--- src/rtl/mul_div_unit_pkg.sv ---
// Shared types and helpers for the execute-stage multiply/divide unit.
package mul_div_unit_pkg;

   localparam int unsigned XLEN    = 32;
   localparam int unsigned MD_ITER = 32;
   localparam int unsigned CNT_W   = 5;

   typedef enum logic [2:0] {
      MD_MULT  = 3'd0,
      MD_MULTU = 3'd1,
      MD_DIV   = 3'd2,
      MD_DIVU  = 3'd3,
      MD_MTHI  = 3'd4,
      MD_MTLO  = 3'd5
   } md_op_t;

   typedef enum logic [1:0] {
      ST_IDLE = 2'd0,
      ST_CALC = 2'd1,
      ST_FIX  = 2'd2
   } md_state_t;

   function automatic logic op_is_signed(md_op_t op);
      return (op == MD_MULT) || (op == MD_DIV);
   endfunction

   function automatic logic op_is_mul(md_op_t op);
      return (op == MD_MULT) || (op == MD_MULTU);
   endfunction

   function automatic logic op_is_div(md_op_t op);
      return (op == MD_DIV) || (op == MD_DIVU);
   endfunction

   // Magnitude of x, treating it as two's complement only for signed ops.
   function automatic logic [XLEN-1:0] magnitude(logic [XLEN-1:0] x, logic sgn);
      return (sgn && x[XLEN-1]) ? XLEN'(-x) : x;
   endfunction

endpackage

--- src/rtl/mul_div_unit_div_core.sv ---
// Iterative unsigned restoring divider: one quotient bit per cycle, 32 cycles.
module mul_div_unit_div_core
   import mul_div_unit_pkg::*;
(
   input  logic            clk,
   input  logic            resetn,
   input  logic            start_i,
   input  logic            flush_i,
   input  logic [XLEN-1:0] a_i,
   input  logic [XLEN-1:0] b_i,
   output logic [XLEN-1:0] quotient_o,
   output logic [XLEN-1:0] remainder_o,
   output logic            last_step_o
);

   logic [XLEN-1:0]  rem_q, rem_d, quo_q, quo_d, div_q, div_d;
   logic [CNT_W-1:0] cnt_q, cnt_d;
   logic             run_q, run_d, last_q, last_d;
   logic [XLEN:0]    rem_sh;
   logic [XLEN-1:0]  diff;

   assign rem_sh = {rem_q, quo_q[XLEN-1]};
   // Low bits suffice: the difference is only used when it is below the divisor.
   assign diff   = rem_sh[XLEN-1:0] - div_q;

   always_comb begin
      rem_d  = rem_q;
      quo_d  = quo_q;
      div_d  = div_q;
      cnt_d  = cnt_q;
      run_d  = run_q;
      last_d = 1'b0;
      if (flush_i) begin
         run_d = 1'b0;
      end else if (start_i) begin
         rem_d = '0;
         quo_d = a_i;
         div_d = b_i;
         cnt_d = CNT_W'(MD_ITER - 1);
         run_d = 1'b1;
      end else if (run_q) begin
         if (rem_sh >= {1'b0, div_q}) begin
            rem_d = diff;
            quo_d = {quo_q[XLEN-2:0], 1'b1};
         end else begin
            rem_d = rem_sh[XLEN-1:0];
            quo_d = {quo_q[XLEN-2:0], 1'b0};
         end
         cnt_d  = cnt_q - CNT_W'(1);
         run_d  = (cnt_q != '0);
         last_d = (cnt_q == CNT_W'(1));
      end
   end

   always_ff @(posedge clk or negedge resetn) begin
      if (!resetn) begin
         rem_q  <= '0;
         quo_q  <= '0;
         div_q  <= '0;
         cnt_q  <= '0;
         run_q  <= 1'b0;
         last_q <= 1'b0;
      end else begin
         rem_q  <= rem_d;
         quo_q  <= quo_d;
         div_q  <= div_d;
         cnt_q  <= cnt_d;
         run_q  <= run_d;
         last_q <= last_d;
      end
   end

   assign quotient_o  = quo_q;
   assign remainder_o = rem_q;
   assign last_step_o = last_q;

endmodule

--- src/rtl/mul_div_unit.sv ---
// MIPS multiply/divide unit: owns HI/LO, runs MULT/DIV iteratively, handles MTHI/MTLO.
module mul_div_unit
   import mul_div_unit_pkg::*;
#(
   parameter int unsigned FAST_MUL = 1,
   parameter int unsigned WIDTH    = 32
) (
   input  logic             clk,
   input  logic             resetn,
   input  logic             req_valid,
   output logic             req_ready,
   input  md_op_t           req_op,
   input  logic [WIDTH-1:0] req_a,
   input  logic [WIDTH-1:0] req_b,
   input  logic             flush,
   output logic             busy,
   output logic             done,
   output logic [WIDTH-1:0] hi,
   output logic [WIDTH-1:0] lo
);

   md_state_t         state_q, state_d;
   md_op_t            op_q, op_d;
   logic [XLEN-1:0]   a_q, a_d, am_q, am_d, bm_q, bm_d;
   logic              neg_q, neg_d, rneg_q, rneg_d;
   logic [2*XLEN-1:0] acc_q, acc_d;
   logic [XLEN-1:0]   hi_q, hi_d, lo_q, lo_d;
   logic              done_q, done_d, ready_q, ready_d, busy_q, busy_d;

   logic              accept, sgn, div_start, div_last;
   logic [XLEN-1:0]   div_quo, div_rem, quo_res, rem_res;
   logic [2*XLEN-1:0] prod_full, mul_res;
   logic [XLEN:0]     step_sum;

   assign accept    = req_valid && ready_q && !flush;
   assign sgn       = op_is_signed(req_op);
   assign prod_full = (2*XLEN)'(am_q) * (2*XLEN)'(bm_q);
   // Shift-add step: conditionally add multiplicand to the upper half, then shift right.
   assign step_sum  = (XLEN+1)'(acc_q[2*XLEN-1:XLEN]) + (acc_q[0] ? (XLEN+1)'(am_q) : '0);
   assign mul_res   = neg_q  ? -acc_q   : acc_q;
   assign quo_res   = neg_q  ? -div_quo : div_quo;
   assign rem_res   = rneg_q ? -div_rem : div_rem;

   mul_div_unit_div_core u_div (
      .clk         (clk),
      .resetn      (resetn),
      .start_i     (div_start),
      .flush_i     (flush),
      .a_i         (am_d),
      .b_i         (bm_d),
      .quotient_o  (div_quo),
      .remainder_o (div_rem),
      .last_step_o (div_last)
   );

   always_comb begin
      state_d   = state_q;
      op_d      = op_q;
      a_d       = a_q;
      am_d      = am_q;
      bm_d      = bm_q;
      neg_d     = neg_q;
      rneg_d    = rneg_q;
      acc_d     = acc_q;
      hi_d      = hi_q;
      lo_d      = lo_q;
      done_d    = 1'b0;
      div_start = 1'b0;
      unique case (state_q)
         ST_IDLE: begin
            if (accept) begin
               if (req_op == MD_MTHI) begin
                  hi_d = req_a;
               end else if (req_op == MD_MTLO) begin
                  lo_d = req_a;
               end else if (op_is_mul(req_op) || op_is_div(req_op)) begin
                  state_d   = ST_CALC;
                  op_d      = req_op;
                  a_d       = req_a;
                  am_d      = magnitude(req_a, sgn);
                  bm_d      = magnitude(req_b, sgn);
                  neg_d     = sgn && (req_a[XLEN-1] ^ req_b[XLEN-1]);
                  rneg_d    = sgn && req_a[XLEN-1];
                  acc_d     = {{XLEN{1'b0}}, bm_d};
                  // The divider also serves as the step timer for the slow multiplier.
                  div_start = op_is_div(req_op) || (FAST_MUL == 0);
               end
            end
         end
         ST_CALC: begin
            if (flush) begin
               state_d = ST_IDLE;
            end else begin
               if (op_is_mul(op_q)) begin
                  acc_d = (FAST_MUL != 0) ? prod_full : {step_sum, acc_q[XLEN-1:1]};
               end
               if ((op_is_mul(op_q) && (FAST_MUL != 0)) || div_last) begin
                  state_d = ST_FIX;
               end
            end
         end
         ST_FIX: begin
            state_d = ST_IDLE;
            if (!flush) begin
               done_d = 1'b1;
               if (op_is_mul(op_q)) begin
                  {hi_d, lo_d} = mul_res;
               end else if (bm_q == '0) begin
                  lo_d = '1;
                  hi_d = a_q;
               end else begin
                  lo_d = quo_res;
                  hi_d = rem_res;
               end
            end
         end
         default: state_d = ST_IDLE;
      endcase
      ready_d = (state_d == ST_IDLE);
      busy_d  = !ready_d;
   end

   always_ff @(posedge clk or negedge resetn) begin
      if (!resetn) begin
         state_q <= ST_IDLE;
         op_q    <= MD_MULT;
         a_q     <= '0;
         am_q    <= '0;
         bm_q    <= '0;
         neg_q   <= 1'b0;
         rneg_q  <= 1'b0;
         acc_q   <= '0;
         hi_q    <= '0;
         lo_q    <= '0;
         done_q  <= 1'b0;
         ready_q <= 1'b1;
         busy_q  <= 1'b0;
      end else begin
         state_q <= state_d;
         op_q    <= op_d;
         a_q     <= a_d;
         am_q    <= am_d;
         bm_q    <= bm_d;
         neg_q   <= neg_d;
         rneg_q  <= rneg_d;
         acc_q   <= acc_d;
         hi_q    <= hi_d;
         lo_q    <= lo_d;
         done_q  <= done_d;
         ready_q <= ready_d;
         busy_q  <= busy_d;
      end
   end

   assign req_ready = ready_q;
   assign busy      = busy_q;
   assign done      = done_q;
   assign hi        = hi_q;
   assign lo        = lo_q;

endmodule

--- config.mk ---
export PLATFORM = sky130hd
export DESIGN_NAME = mul_div_unit
export DESIGN_NICKNAME = d
export VERILOG_FILES = /design/src/rtl/mul_div_unit_pkg.sv /design/src/rtl/mul_div_unit_div_core.sv /design/src/rtl/mul_div_unit.sv
export SDC_FILE = /design/constraint.sdc
export NUM_CORES = 2
export LEC_CHECK = 0
export ABC_AREA = 1
export CAP_MARGIN = 20
export CORE_ASPECT_RATIO = 0.6
export CORE_MARGIN = 2
export CORE_UTILIZATION = 25
export DETAILED_ROUTE_END_ITERATION = 10
export GPL_ROUTABILITY_DRIVEN = 0
export SYNTH_ARGS = -nofsm -noshare
export SYNTH_HDL_FRONTEND = slang
export SYNTH_SLANG_ARGS = --single-unit
export TNS_END_PERCENT = 30
--- constraint.sdc ---
create_clock -name clk -period 7.5 [get_ports clk]
set_input_delay 2.25 -clock clk [delete_from_list [all_inputs] [get_ports clk]]
set_output_delay 2.25 -clock clk [all_outputs]
set_load 0.01 [all_outputs]
==> parameters.txt <==
Parameter                              Value

Outcome
  Run status ... complete, no violations

Clock tree
  CTS tree ... done
  CTS clock-pin slew for the worst setup and hold paths ... 0.07 ns
  Clock sinks ... around 340
  Number of buffers created by CTS ... 40
  Clock root cell ... sky130_fd_sc_hd__clkbuf_16
  Latest clock arrival within the worst-skew pair ... 0.65 ns
  Max Root-Sink Buffers ... 3
  H-Tree Level Count ... 2

Critical path
  Data arrival time of the critical path ... between 7 and 8 ns
  Critical Path Most Common Cell ... sky130_fd_sc_hd__fa_1
  Critical-path cell with the highest stage delay ... sky130_fd_sc_hd__fa_1
  Largest incremental delay on the critical path ... a little over 0.6 ns
  Kind of end point of the critical path ... flop
  Category of the worst setup path launch point ... flop
  Class of the most critical setup path ... reg2reg
  Req. time, crit path ... 8.05 ns
  Critical Path Fanout Max ... 15

Logic synthesis
  Share of Yosys cell area claimed by the top area cell type ... 30.90%
  Synth area leaders ... sky130_fd_sc_hd__fa_1, sky130_fd_sc_hd__nand2_1, sky130_fd_sc_hd__dfrtp_1, sky130_fd_sc_hd__inv_1, sky130_fd_sc_hd__ha_1
  Share of synthesized area spent on multiplexers ... 0.03445%
  Synthesized-area fraction occupied by ao, oa, aoi and oai cells ... 6.860%
  Most instantiated cells after synthesis ... sky130_fd_sc_hd__nand2_1, sky130_fd_sc_hd__inv_1, sky130_fd_sc_hd__fa_1
  Largest area contributor in the netlist ... sky130_fd_sc_hd__fa_1
  Number of flops mapped to enable cells by yosys ... 0
  Number of storage elements in the synthesis netlist ... 336
  Post-synthesis simple-gate area fraction ... 24.63%
  Adder and majority cell fraction of the synthesized area ... 37.43%
  Synth Cell Area ... 58110 µm²
  Sequential cell area fraction in the yosys report ... roughly 14%
  Ys flop type ... sky130_fd_sc_hd__dfrtp_1
  Count leader, synth ... sky130_fd_sc_hd__nand2_1
  Post-synthesis net count ... 9548
  Cell count after synthesis ... ~8300
  Number of distinct library cell variants in the gate-level netlist after synthesis ... 50
  Fraction of registers with async set/reset ... 100.0%
  Dominant combinational cell family by area after synthesis ... adder cells
  Mean cell area of the mapped netlist ... between 7 and 8 µm²
  Synth warnings ... 0
  XOR/XNOR share of the synthesized area ... 1.462%

STA
  Clock skew ... between 0.04 and 0.05 ns
  Count of final hold-check violations ... 0
  Worst Tran Pin Value ... 1.221 ns
  Max Clk Rate ... 136.4 MHz
  Worst max-slew margin expressed relative to the limit ... 18.21%
  Total Neg Setup Slack ... 0 ns
  Final number of max-transition violations ... 0
  RSZ-0062 raised after global routing ... false
  Total setup violations reported at the end of the flow ... 0
  Period minus WS final ... 7.333 ns
  Crit share post-route ... between 90% and 100%

Routing
  Final routed wirelength across all metal layers ... 236700 µm
  Via count ... 55190
  Final routed DRC violation total ... 0
  Drt first pass iters ... 10
  Remaining antenna violation count after routing ... 0
  Per-cell via count in the routed design ... 4.778
  Detail-routed net length per standard cell ... 20.49 µm
  Starting DRT DRC Count ... 7999

Cells and area
  Fill cell instance count of the final layout ... 25440
  Total non-filler cell area in the finished layout ... 66260 µm²
  Area used by multi-input combinational logic ... ~41000 µm²
  Layout area overhead ... 14.03%
  NumNets Final ... 9660
  Layout cells sized above 1 ... 5.371%
  Reg area ... 8437 µm²

Die
  Initial Util ... 25.07%
  Die area ... 236400 µm²
  Die outline width ... 626.4 µm
  Top Ports ... 138
  Core Footprint ... 231800 µm²
  FP Rows ... 137
  Die height ... 377.4 µm

Min path
  Path type of the worst min-delay path ... reg2reg

GRT
  Tot GR Track Use ... 19.64%
  Overflow left after global routing ... 0
  Maximum number of pins on one net before global-route repair ... 154
  Via count of the first global-routing pass ... 50640
  Wire length of the first global-routing pass ... 345700 µm
  Antenna violations before repair ... 8

Place
  Port buffer count ... 137
  Detail Placement HPWL ... 198500 µm
  Placement Cell Area ... 64860 µm²

Job
  Max-cap check violation count ... 0
==> per-stage QoR <==
stage	hold WS (ns)	std cells	worst slack [ns]	util [%]
6_report	0.4809	11550	0.1665	28.59
5_1_grt	0.5026	11540	0.003167	28.58
4_1_cts	0.4822	11540	0.1715	28.56
3_5_place_dp	0.4680	11470	0.2324	27.99
3_3_place_gp	0.4646	11470	0.1272	27.99
2_1_floorplan	0.4422	8277	1.122	-
==> registers in the layout, summed over array words and instances (netlist names) <==
name               count
neg_q                  1
done                   1
busy                   1
state_q                2
u_div.run_q            1
bm_q                  32
u_div.last_step_o      1
hi                    32
u_div.div_q           32
u_div.remainder_o     32
lo                    32
am_q                  32
u_div.cnt_q            5
req_ready              1
op_q                   2
rneg_q                 1
acc_q                 64
u_div.quotient_o      32
a_q                   32
==> layer usage <==
layer | share of wire (%) | track usage [%] | up-vias | routed length (µm)
li1 | - | - | 24610 | -
met1 | 47 | 31.33 | 26560 | 110400
met2 | 33 | 22.42 | 3761 | 78340
met3 | 18 | 9.918 | 259 | 43020
met4 | 1.8 | 2.707 | 10 | 4320
met5 | 0.25 | 0.8580 | - | 580
==> kinds of logic after synthesis <==
| group | count (synthesis) |
|---|---|
| compound gates | 730 |
| xor+xnor | 97 |
| fa+ha+maj | 1200 |
| buf+inv | 2325 |
| flops | 336 |
| mux | 2 |
| simple gates | 3587 |
==> final timing paths <==
path | startpoint | to | slack [ns] | depth (start not counted)
min in group asynchronous | resetn | u_div.div_q[20] | 1.58 | 1
worst max-delay path | am_q[28] | acc_q[49] | 0.17 | 25
max in group asynchronous | resetn | am_q[3] | 4.43 | 2
worst min register to register | a_q[7] | a_q[7] | 0.48 | 2
worst min-delay path | a_q[7] | a_q[7] | 0.48 | 2
worst max register to register | am_q[28] | acc_q[49] | 0.17 | 25
==> worst max-delay path: cells and delay by family (launching register included) <==
family	cells	cell delay, ns
adders and majority gates	9	4.32
AOI/OAI and AO/OA	5	1.19
buffers and inverters	7	0.93
DFF	1	0.41
and+or+nand+nor	4	0.34
==> area by class of cell <==
cell class,instances,area share (%)
antenna,10,0.03777
clock buffer,50,1.673
clock inverter,18,0.3418
inverter,1933,10.95
multi-input combinational,5616,61.82
sequential,336,12.73
tap,3127,5.905
timing repair buffer,462,6.534
==> cell usage in the layout, fill, tap and decap left out, drive strengths merged, types with 16 or more instances in the layout <==
cell type / count
a21oi: 273
o21bai: 18
ha: 303
fa: 897
o22ai: 21
clkdlybuf4s50: 136
a21o: 16
nand4: 49
xor2: 71
nor2: 698
o211ai: 23
dfrtp: 335
xnor2: 26
buf: 326
o221ai: 21
nor3: 33
nand2: 2388
inv: 1930
o21ai: 325
nand3b: 34
clkbuf: 50
nand3: 370
==> what timing repair did <==
| item | in CTS | in global routing |
|---|---|---|
| setup buffers | 0 | 0 |
| setup endpoints to repair | 0 | 33 |
| hold buffers | 0 | 0 |
| gates resized for setup | 0 | 22 |
Power is left out: the tool's default activity adds up to more than one toggle a clock period on the data nets, which glitch-free logic cannot reach.
